[src/rtl/key_event_decoder.sv]
`default_nettype none
//============================================================================
// Module      : key_event_decoder
// Description : Turns a debounced key level into one-cycle gesture pulses:
//               short press, long press, double click and auto-repeat.
//               One shared counter times hold length, release gap and
//               repeat period.
// Revision    : 1.0 - initial release
//============================================================================
module key_event_decoder #(
    parameter int CNT_W      = 26,
    parameter int LONG_CNT   = 50_000_000,
    parameter int GAP_CNT    = 15_000_000,
    parameter int REPEAT_CNT = 10_000_000
) (
    input  logic       clk,
    input  logic       rst,
    input  logic       key_in,
    output logic       short_press,
    output logic       long_press,
    output logic       double_click,
    output logic       repeat_tick,
    output logic       busy,
    output logic [1:0] last_event
);

    typedef enum logic [2:0] {
        ST_IDLE      = 3'd0,
        ST_PRESS1    = 3'd1,
        ST_WAIT_GAP  = 3'd2,
        ST_LONG_HOLD = 3'd3,
        ST_PRESS2    = 3'd4
    } state_t;

    // Terminal counts: the counter starts at 0 on state entry, so the
    // transition edge is the one that sees N-1.
    localparam logic [CNT_W-1:0] C_LONG_TERM   = CNT_W'(LONG_CNT - 1);
    localparam logic [CNT_W-1:0] C_GAP_TERM    = CNT_W'(GAP_CNT - 1);
    localparam logic [CNT_W-1:0] C_REPEAT_TERM = CNT_W'(REPEAT_CNT - 1);
    localparam logic [CNT_W-1:0] C_CNT_ONE     = CNT_W'(1);

    localparam logic [1:0] C_EV_NONE   = 2'd0;
    localparam logic [1:0] C_EV_SHORT  = 2'd1;
    localparam logic [1:0] C_EV_LONG   = 2'd2;
    localparam logic [1:0] C_EV_DOUBLE = 2'd3;

    state_t           r_state;
    logic [CNT_W-1:0] r_cnt;
    logic             r_key_d;
    logic             r_short_press;
    logic             r_long_press;
    logic             r_double_click;
    logic             r_repeat_tick;
    logic [1:0]       r_last_event;
    logic             w_rise;

    // Press edge; key_d resets high so a key held through reset is ignored
    assign w_rise = key_in & ~r_key_d;

    // Gesture FSM with shared counter and registered event outputs
    always_ff @(posedge clk) begin
        if (rst) begin
            r_state        <= ST_IDLE;
            r_cnt          <= '0;
            r_key_d        <= 1'b1;
            r_short_press  <= 1'b0;
            r_long_press   <= 1'b0;
            r_double_click <= 1'b0;
            r_repeat_tick  <= 1'b0;
            r_last_event   <= C_EV_NONE;
        end else begin
            r_key_d        <= key_in;
            r_short_press  <= 1'b0;
            r_long_press   <= 1'b0;
            r_double_click <= 1'b0;
            r_repeat_tick  <= 1'b0;
            case (r_state)
                ST_IDLE: begin
                    if (w_rise) begin
                        r_state <= ST_PRESS1;
                        r_cnt   <= '0;
                    end
                end
                ST_PRESS1: begin
                    // Release takes priority over reaching the long count
                    if (!key_in) begin
                        r_state <= ST_WAIT_GAP;
                        r_cnt   <= '0;
                    end else if (r_cnt == C_LONG_TERM) begin
                        r_state      <= ST_LONG_HOLD;
                        r_cnt        <= '0;
                        r_long_press <= 1'b1;
                        r_last_event <= C_EV_LONG;
                    end else begin
                        r_cnt <= r_cnt + C_CNT_ONE;
                    end
                end
                ST_LONG_HOLD: begin
                    if (!key_in) begin
                        r_state <= ST_IDLE;
                        r_cnt   <= '0;
                    end else if (r_cnt == C_REPEAT_TERM) begin
                        r_cnt         <= '0;
                        r_repeat_tick <= 1'b1;
                    end else begin
                        r_cnt <= r_cnt + C_CNT_ONE;
                    end
                end
                ST_WAIT_GAP: begin
                    // A second press beats the gap timeout
                    if (key_in) begin
                        r_state <= ST_PRESS2;
                        r_cnt   <= '0;
                    end else if (r_cnt == C_GAP_TERM) begin
                        r_state       <= ST_IDLE;
                        r_cnt         <= '0;
                        r_short_press <= 1'b1;
                        r_last_event  <= C_EV_SHORT;
                    end else begin
                        r_cnt <= r_cnt + C_CNT_ONE;
                    end
                end
                ST_PRESS2: begin
                    if (!key_in) begin
                        r_state        <= ST_IDLE;
                        r_cnt          <= '0;
                        r_double_click <= 1'b1;
                        r_last_event   <= C_EV_DOUBLE;
                    end
                end
                default: begin
                    r_state <= ST_IDLE;
                    r_cnt   <= '0;
                end
            endcase
        end
    end

    assign short_press  = r_short_press;
    assign long_press   = r_long_press;
    assign double_click = r_double_click;
    assign repeat_tick  = r_repeat_tick;
    assign last_event   = r_last_event;
    assign busy         = (r_state != ST_IDLE);

endmodule
`default_nettype wire

[config.mk]
export PLATFORM = sky130hd
export DESIGN_NAME = key_event_decoder
export DESIGN_NICKNAME = d
export VERILOG_FILES = /design/src/rtl/key_event_decoder.sv
export SDC_FILE = /design/constraint.sdc
export NUM_CORES = 1
export LEC_CHECK = 0
export ABC_AREA = 1
export CAP_MARGIN = 20
export CELL_PAD_IN_SITES_DETAIL_PLACEMENT = 2
export CELL_PAD_IN_SITES_GLOBAL_PLACEMENT = 2
export CORE_ASPECT_RATIO = 0.5
export CORE_MARGIN = 10
export CORE_UTILIZATION = 30
export CTS_BUF_LIST = sky130_fd_sc_hd__clkbuf_8 sky130_fd_sc_hd__clkbuf_16
export CTS_CLUSTER_SIZE = 10
export DETAILED_ROUTE_END_ITERATION = 12
export GPL_ROUTABILITY_DRIVEN = 0
export PLACE_DENSITY_LB_ADDON = 0.1
export SKIP_LAST_GASP = 1
export SYNTH_ARGS = -nofsm -noshare
export SYNTH_HDL_FRONTEND = slang
export SYNTH_SLANG_ARGS = --single-unit
[constraint.sdc]
create_clock -name clk -period 2.09 [get_ports clk]
set_clock_uncertainty 0.2 [all_clocks]
set_input_delay 0.5225 -clock clk [delete_from_list [all_inputs] [get_ports clk]]
set_output_delay 0.5225 -clock clk [all_outputs]
set_load 0.03 [all_outputs]
After elaboration in Yosys (flattened, before gate mapping)
Cells that the tools add are included.
{ "word_totals": {"in_bits": 3, "word_cells": 69, "out_inout_bits": 7, "reg_bits": 36} }
{ "op_classes": {"addsub": 1, "reduce_logical": 11, "mux": 26, "eq_ne": 16, "bitwise": 7} }
{ "op_table": {"columns": ["operator", "n"], "rows": [
  ["two-way mux 26 bit", 8],
  ["case mux 26 bit (5 select lines)", 1],
  ["equality test 26 x 24 -> 1 bit (second input constant)", 2],
  ["adder 26 x 1 -> 26 bit (second input constant)", 1],
  ["equality test 26 bit (second input constant)", 1],
  ["two-way mux 3 bit", 6],
  ["!= test 2 bit (second input constant)", 7],
  ["case mux 3 bit (4 select lines)", 1],
  ["two-way mux 2 bit", 5],
  ["OR reduction 3 bit", 3],
  ["equality test 3 x 2 -> 1 bit (second input constant)", 2],
  ["!= test 3 bit (second input constant)", 2],
  ["NOT 1 bit", 6],
  ["case mux 2 bit (3 select lines)", 1],
  ["AND reduction 6 bit", 1],
  ["nonzero test 3 bit", 2],
  ["two-way mux 1 bit", 4],
  ["AND reduction 4 bit", 1],
  ["OR reduction 2 bit", 2],
  ["equality test 3 x 1 -> 1 bit (second input constant)", 1],
  ["equality test 3 bit (second input constant)", 1],
  ["logical NOT 3 bit", 1],
  ["AND reduction 2 bit", 1],
  ["bitwise AND 1 bit", 1]
]} }

Depth between registers and ports, before layout
{ "depth": {"word_depth": 4, "mapped_depth": 12, "depth_no_buf": 12} }

Least setup slack after synthesis
Ideal clock, no wire load.
{ "synth_path": {"path_kind": "register -> register", "startpoint": "reg r_cnt[0]", "endpoint": "reg r_cnt[11]", "stages_incl_launch_ff": 12, "path_buffers": 1, "period_less_slack_ns": 1.781, "slack_ns": 0.309, "arrival_time_ns": 1.464, "required_time_ns": 1.773, "setup_ns": 0.117, "cell_sequence": "dfxtp_1 ha_1 nand3_4 nor2_4 inv_2 nor2_1 nand2_1 nand3_2 nand4_4 nand2_4 buf_12 nor2_2"} }
{ "synth_between": {"elab_chain_cells": 4, "elab_cells_between_ends": 11, "classes_between": "add/sub: 1; eq/ne: 3; mux: 7"} }
{ "synth_rtl": {"columns": ["element", "line", "rtl"], "rows": [
  ["from (decl)", "48", "logic [CNT_W-1:0] r_cnt;"],
  ["from (signal assigned)", "95", "r_cnt <= r_cnt + C_CNT_ONE;"],
  ["from (signal assigned)", "106", "r_cnt <= r_cnt + C_CNT_ONE;"],
  ["from (signal assigned)", "120", "r_cnt <= r_cnt + C_CNT_ONE;"],
  ["adder 26 x 1 -> 26 bit (tied with other cells)", "95, 106, 120", null],
  ["two-way mux 26 bit, on equally long branches", "114, 102, 89", null],
  ["two-way mux 26 bit, on equally long branches", "111, 86, 99", null],
  ["case mux 26 bit (5 select lines) *", "77", "case (r_state)"]
]} }
Mark *: on every way between the ends. The rest lies on a longest branch, timed or not.
A chain may end at the register's enable or synchronous reset.

Worst setup path after layout
{ "layout_path": {"startpoint": "reg r_last_event[1], in the netlist last_event[1]", "endpoint": "out last_event[1]"} }
{ "layout_rtl": {"columns": ["element", "line", "rtl"], "rows": [
  ["from (decl)", "54", "logic [1:0] r_last_event;"],
  ["from (signal assigned)", "70", "r_last_event <= C_EV_NONE;"],
  ["from (signal assigned)", "93", "r_last_event <= C_EV_LONG;"],
  ["from (signal assigned)", "118", "r_last_event <= C_EV_SHORT;"],
  ["to (decl)", "24", "output logic [1:0] last_event"]
]} }
No word-level cell between the ends.

==> flow_summary_export.csv <==
group,metric,value,unit
routing,firstDrtPassIters,5,
clocking,clkLatencyLatePin,290,ps
critical_path,reg2reg_depth,9,
run_status,status,"complete, no violations",
placement,dpl.hpwl,6050,um
placement,place_inst,443,
critical_path,crit_family,"buffers and inverters",
sta,min_period,2040,ps
critical_path,regToRegEndpoint,"r_cnt[7]",
pwr,p_sw,1.01,mW
layout,num_antenna_cells,0,
routing,route.vias.total,2228,
min_path,min_path_type,"flip-flop to flip-flop",
critical_path,crit_chain,"clkdlybuf4s50_1",
clocking,cts_buffer_depth,2,
floorplanning,design.die.area,11300,um2
routing,drtAntennaViolNets,0,
floorplanning,fp.dieH,80.3,um
synthesis,synth_mux_area_share,0,%
synthesis,ys_seq_elements,36,
layout,areaGrowthSynthToFinish,31.2,%
critical_path,arrival,1310,ps
clocking,numCtsBuffers,5,
floorplanning,start_util,31.7,%
critical_path,start_kind,"flip-flop",
floorplanning,core_area,6880,um2
pwr,pwr_density_cell,1000,nW/um2
sta,relSlewSlack,72.4,%
synthesis,yosysWarnings,0,
clocking,cts_tree,"built",
global_route,grt_pass1_vias,2446,
pwr,power.share.clock,32.9,%
global_route,grt_start_max_net_pins,12,
critical_path,ff2ff_setup_slack,70,ps
pwr,pwr-share-seq,27.2,%
layout,fin_cells,454,
pwr,power_frac_comb,39.9,%
critical_path,end_kind,"output port",
routing,wl_per_cell,17.8,um
critical_path,reg2reg_from,"r_cnt[16]",
critical_path,max_stage_delay,690,ps
layout,drive_gt1_share,26.0,%
synthesis,syn_area,2180,um2
layout,multiInputGateArea,1290,um2
layout,n_fill_cell,802,
sta,finalHoldViolations,0,
sta,setup_violations,0,
synthesis,synth_area_per_cell,6.72,um2
min_path,min_from,"last_event[0]",
layout,register_area,736,um2
synthesis,synthAdderAreaFrac,0.573,%
routing,drt_iter0_markers,85,
sta,max_freq,491,MHz
synthesis,synth-simple-area-share,46.1,%
global_route,grt.total_usage,14.3,%
global_route,grt_pass1_wl,13000,um
min_path,hold_end,"last_event[0]",
pwr,ir_drop,0.400,mV
synthesis,synth_compound_area_share,3.32,%
critical_path,path_class,"flip-flop to output port",
global_route,gr-total-overflow,0,
floorplanning,rows,21,
global_route,antenna_found_initial,0,
synthesis,synth_cells,325,
clocking,clkTransAtPathRegs,60,ps
routing,route.detailed.drc,0,
sta,drv_slew,0,
clocking,cts-root-buf,"clkbuf_16",
synthesis,synth_top_family_by_area,"simple AND/OR/NAND/NOR gates",
floorplanning,die_w,141,um
layout,nets,365,
pwr,total_power,2.87,mW
critical_path,crit_slowest_cell,"clkdlybuf4s50_1",
critical_path,required,1370,ps
routing,routed_wl,8060,um
min_path,hold_depth,2,
synthesis,ys_seq_area_share,33.0,%
synthesis,ys_types,27,
pwr,p_sw_share,35.2,%
pwr,p_leak,1.15,nW
floorplanning,ios,10,
clocking,htree_levels,2,
placement,io_buffers,9,
flow_run,cap_violations,0,
critical_path,cp_max_fo,2,
routing,vias_per_cell,4.91,
synthesis,synth_fp_nets,329,
critical_path,worst-path-buf-inv,1,
sta,worstMarginPinSlew,411,ps
pwr,p_int,1.86,mW
clocking,cts.sinks,36,
sta,post-route-period-util,97.4,%
sta,hold_slack,283,ps
synthesis,synthXorXnorAreaFrac,6.01,%
routing by layer:
layer,track usage [%],vias up,wire [um]
met4,4.51,0,141
met5,0,-,0
met1,17.7,1085,3850
li1,-,1092,-
met2,24.1,36,3760
met3,3.52,15,316
metrics by stage:
stage | TNS [ps] | utilization (%) | setup WS [ps] | cell area (um2)
finish | 0 | 41.6 | 53.9 | 2870
global route | -47.9 | 41.6 | -32.3 | 2870
CTS | 0 | 39.9 | 4.56 | 2740
detailed placement | -7820 | 37.1 | -300 | 2550
global placement | -6360 | 37.1 | -248 | 2550
floorplan | 0 | - | 309 | 2180
cells by family after synthesis:
| family | after synthesis |
|---|---|
| buffers and inverters | 54 |
| DFF | 36 |
| xor gates and xnor gates | 15 |
| and+or+nand+nor | 205 |
| adders and majority gates | 1 |
| AOI/OAI and AO/OA | 14 |
flip-flops by register name (all words and copies together), names as in the netlist:
register and cells:
short_press 1, double_click 1, long_press 1, last_event 2, r_cnt 26, repeat_tick 1, r_key_d 1, r_state 3
power by group through the flow:
| stage | Combinational (mW) | Clock (mW) | Sequential, mW |
|---|---|---|---|
| 5_1_grt | 1.25 | 0.995 | 0.789 |
| 2_1_floorplan | 0.571 | 0 | 0.819 |
| 6_report | 1.15 | 0.944 | 0.782 |
| 3_5_place_dp | 1.05 | 0 | 0.789 |
| 4_1_cts | 1.07 | 0.962 | 0.775 |
| 3_3_place_gp | 1.02 | 0 | 0.785 |
cell type report:
type	instances	share of cell area, %
tap	92	4.02
clock buffer	7	5.33
sequential	36	25.7
clock inverter	1	1.05
multi-input combinational	235	45.1
timing repair buffer	35	12.6
inverter	48	6.29
what timing repair did:
action | CTS | global route
pin swaps | 1 | 7
endpoints found under the setup margin | 7 | 31
gates cloned | 0 | 1
hold buffers | 0 | 0
resized for setup | 3 | 35
setup buffers | 0 | 2
placed cells by master (no fill, tap or decap), types with 6 or more instances in the layout:
| master | count |
|---|---|
| inv_1 | 44 |
| dfxtp_1 | 24 |
| nor2_2 | 24 |
| nand4_1 | 12 |
| nor2_1 | 45 |
| buf_4 | 19 |
| xor2_1 | 12 |
| nor3_1 | 13 |
| clkdlybuf4s50_1 | 6 |
| nand3_1 | 23 |
| nand2_1 | 66 |
| dfxtp_2 | 12 |
| clkbuf_16 | 6 |
worst max path at each step:
stage / start / depth (start not counted) / endpoint / slack [ps]
2_1_floorplan: r_cnt[0] / 11 / r_cnt[11] / 310
3_3_place_gp: key_in / 9 / last_event[1] / -250
3_5_place_dp: key_in / 9 / r_cnt[20] / -300
4_1_cts: key_in / 9 / r_cnt[14] / 5
5_1_grt: r_state[1] / 12 / r_cnt[8] / -30
6_report: last_event[1] / 1 / last_event[1] / 50
cells in the mapped netlist (all sizes together):
cell,n,area (um2)
nor3,17,100
nor4,1,6.26
o21bai,1,7.51
nand4,13,96.3
and2,2,12.5
buf,6,60.1
nand3,26,153
a21oi,5,25.0
dfxtp,36,721
xor2,12,105
nand2,72,285
ha,1,12.5
inv,48,180
nor2,73,347
o21ai,8,40.0
nand3b,1,7.51
xnor2,3,26.3
Power figures use the tool's default switching activity.
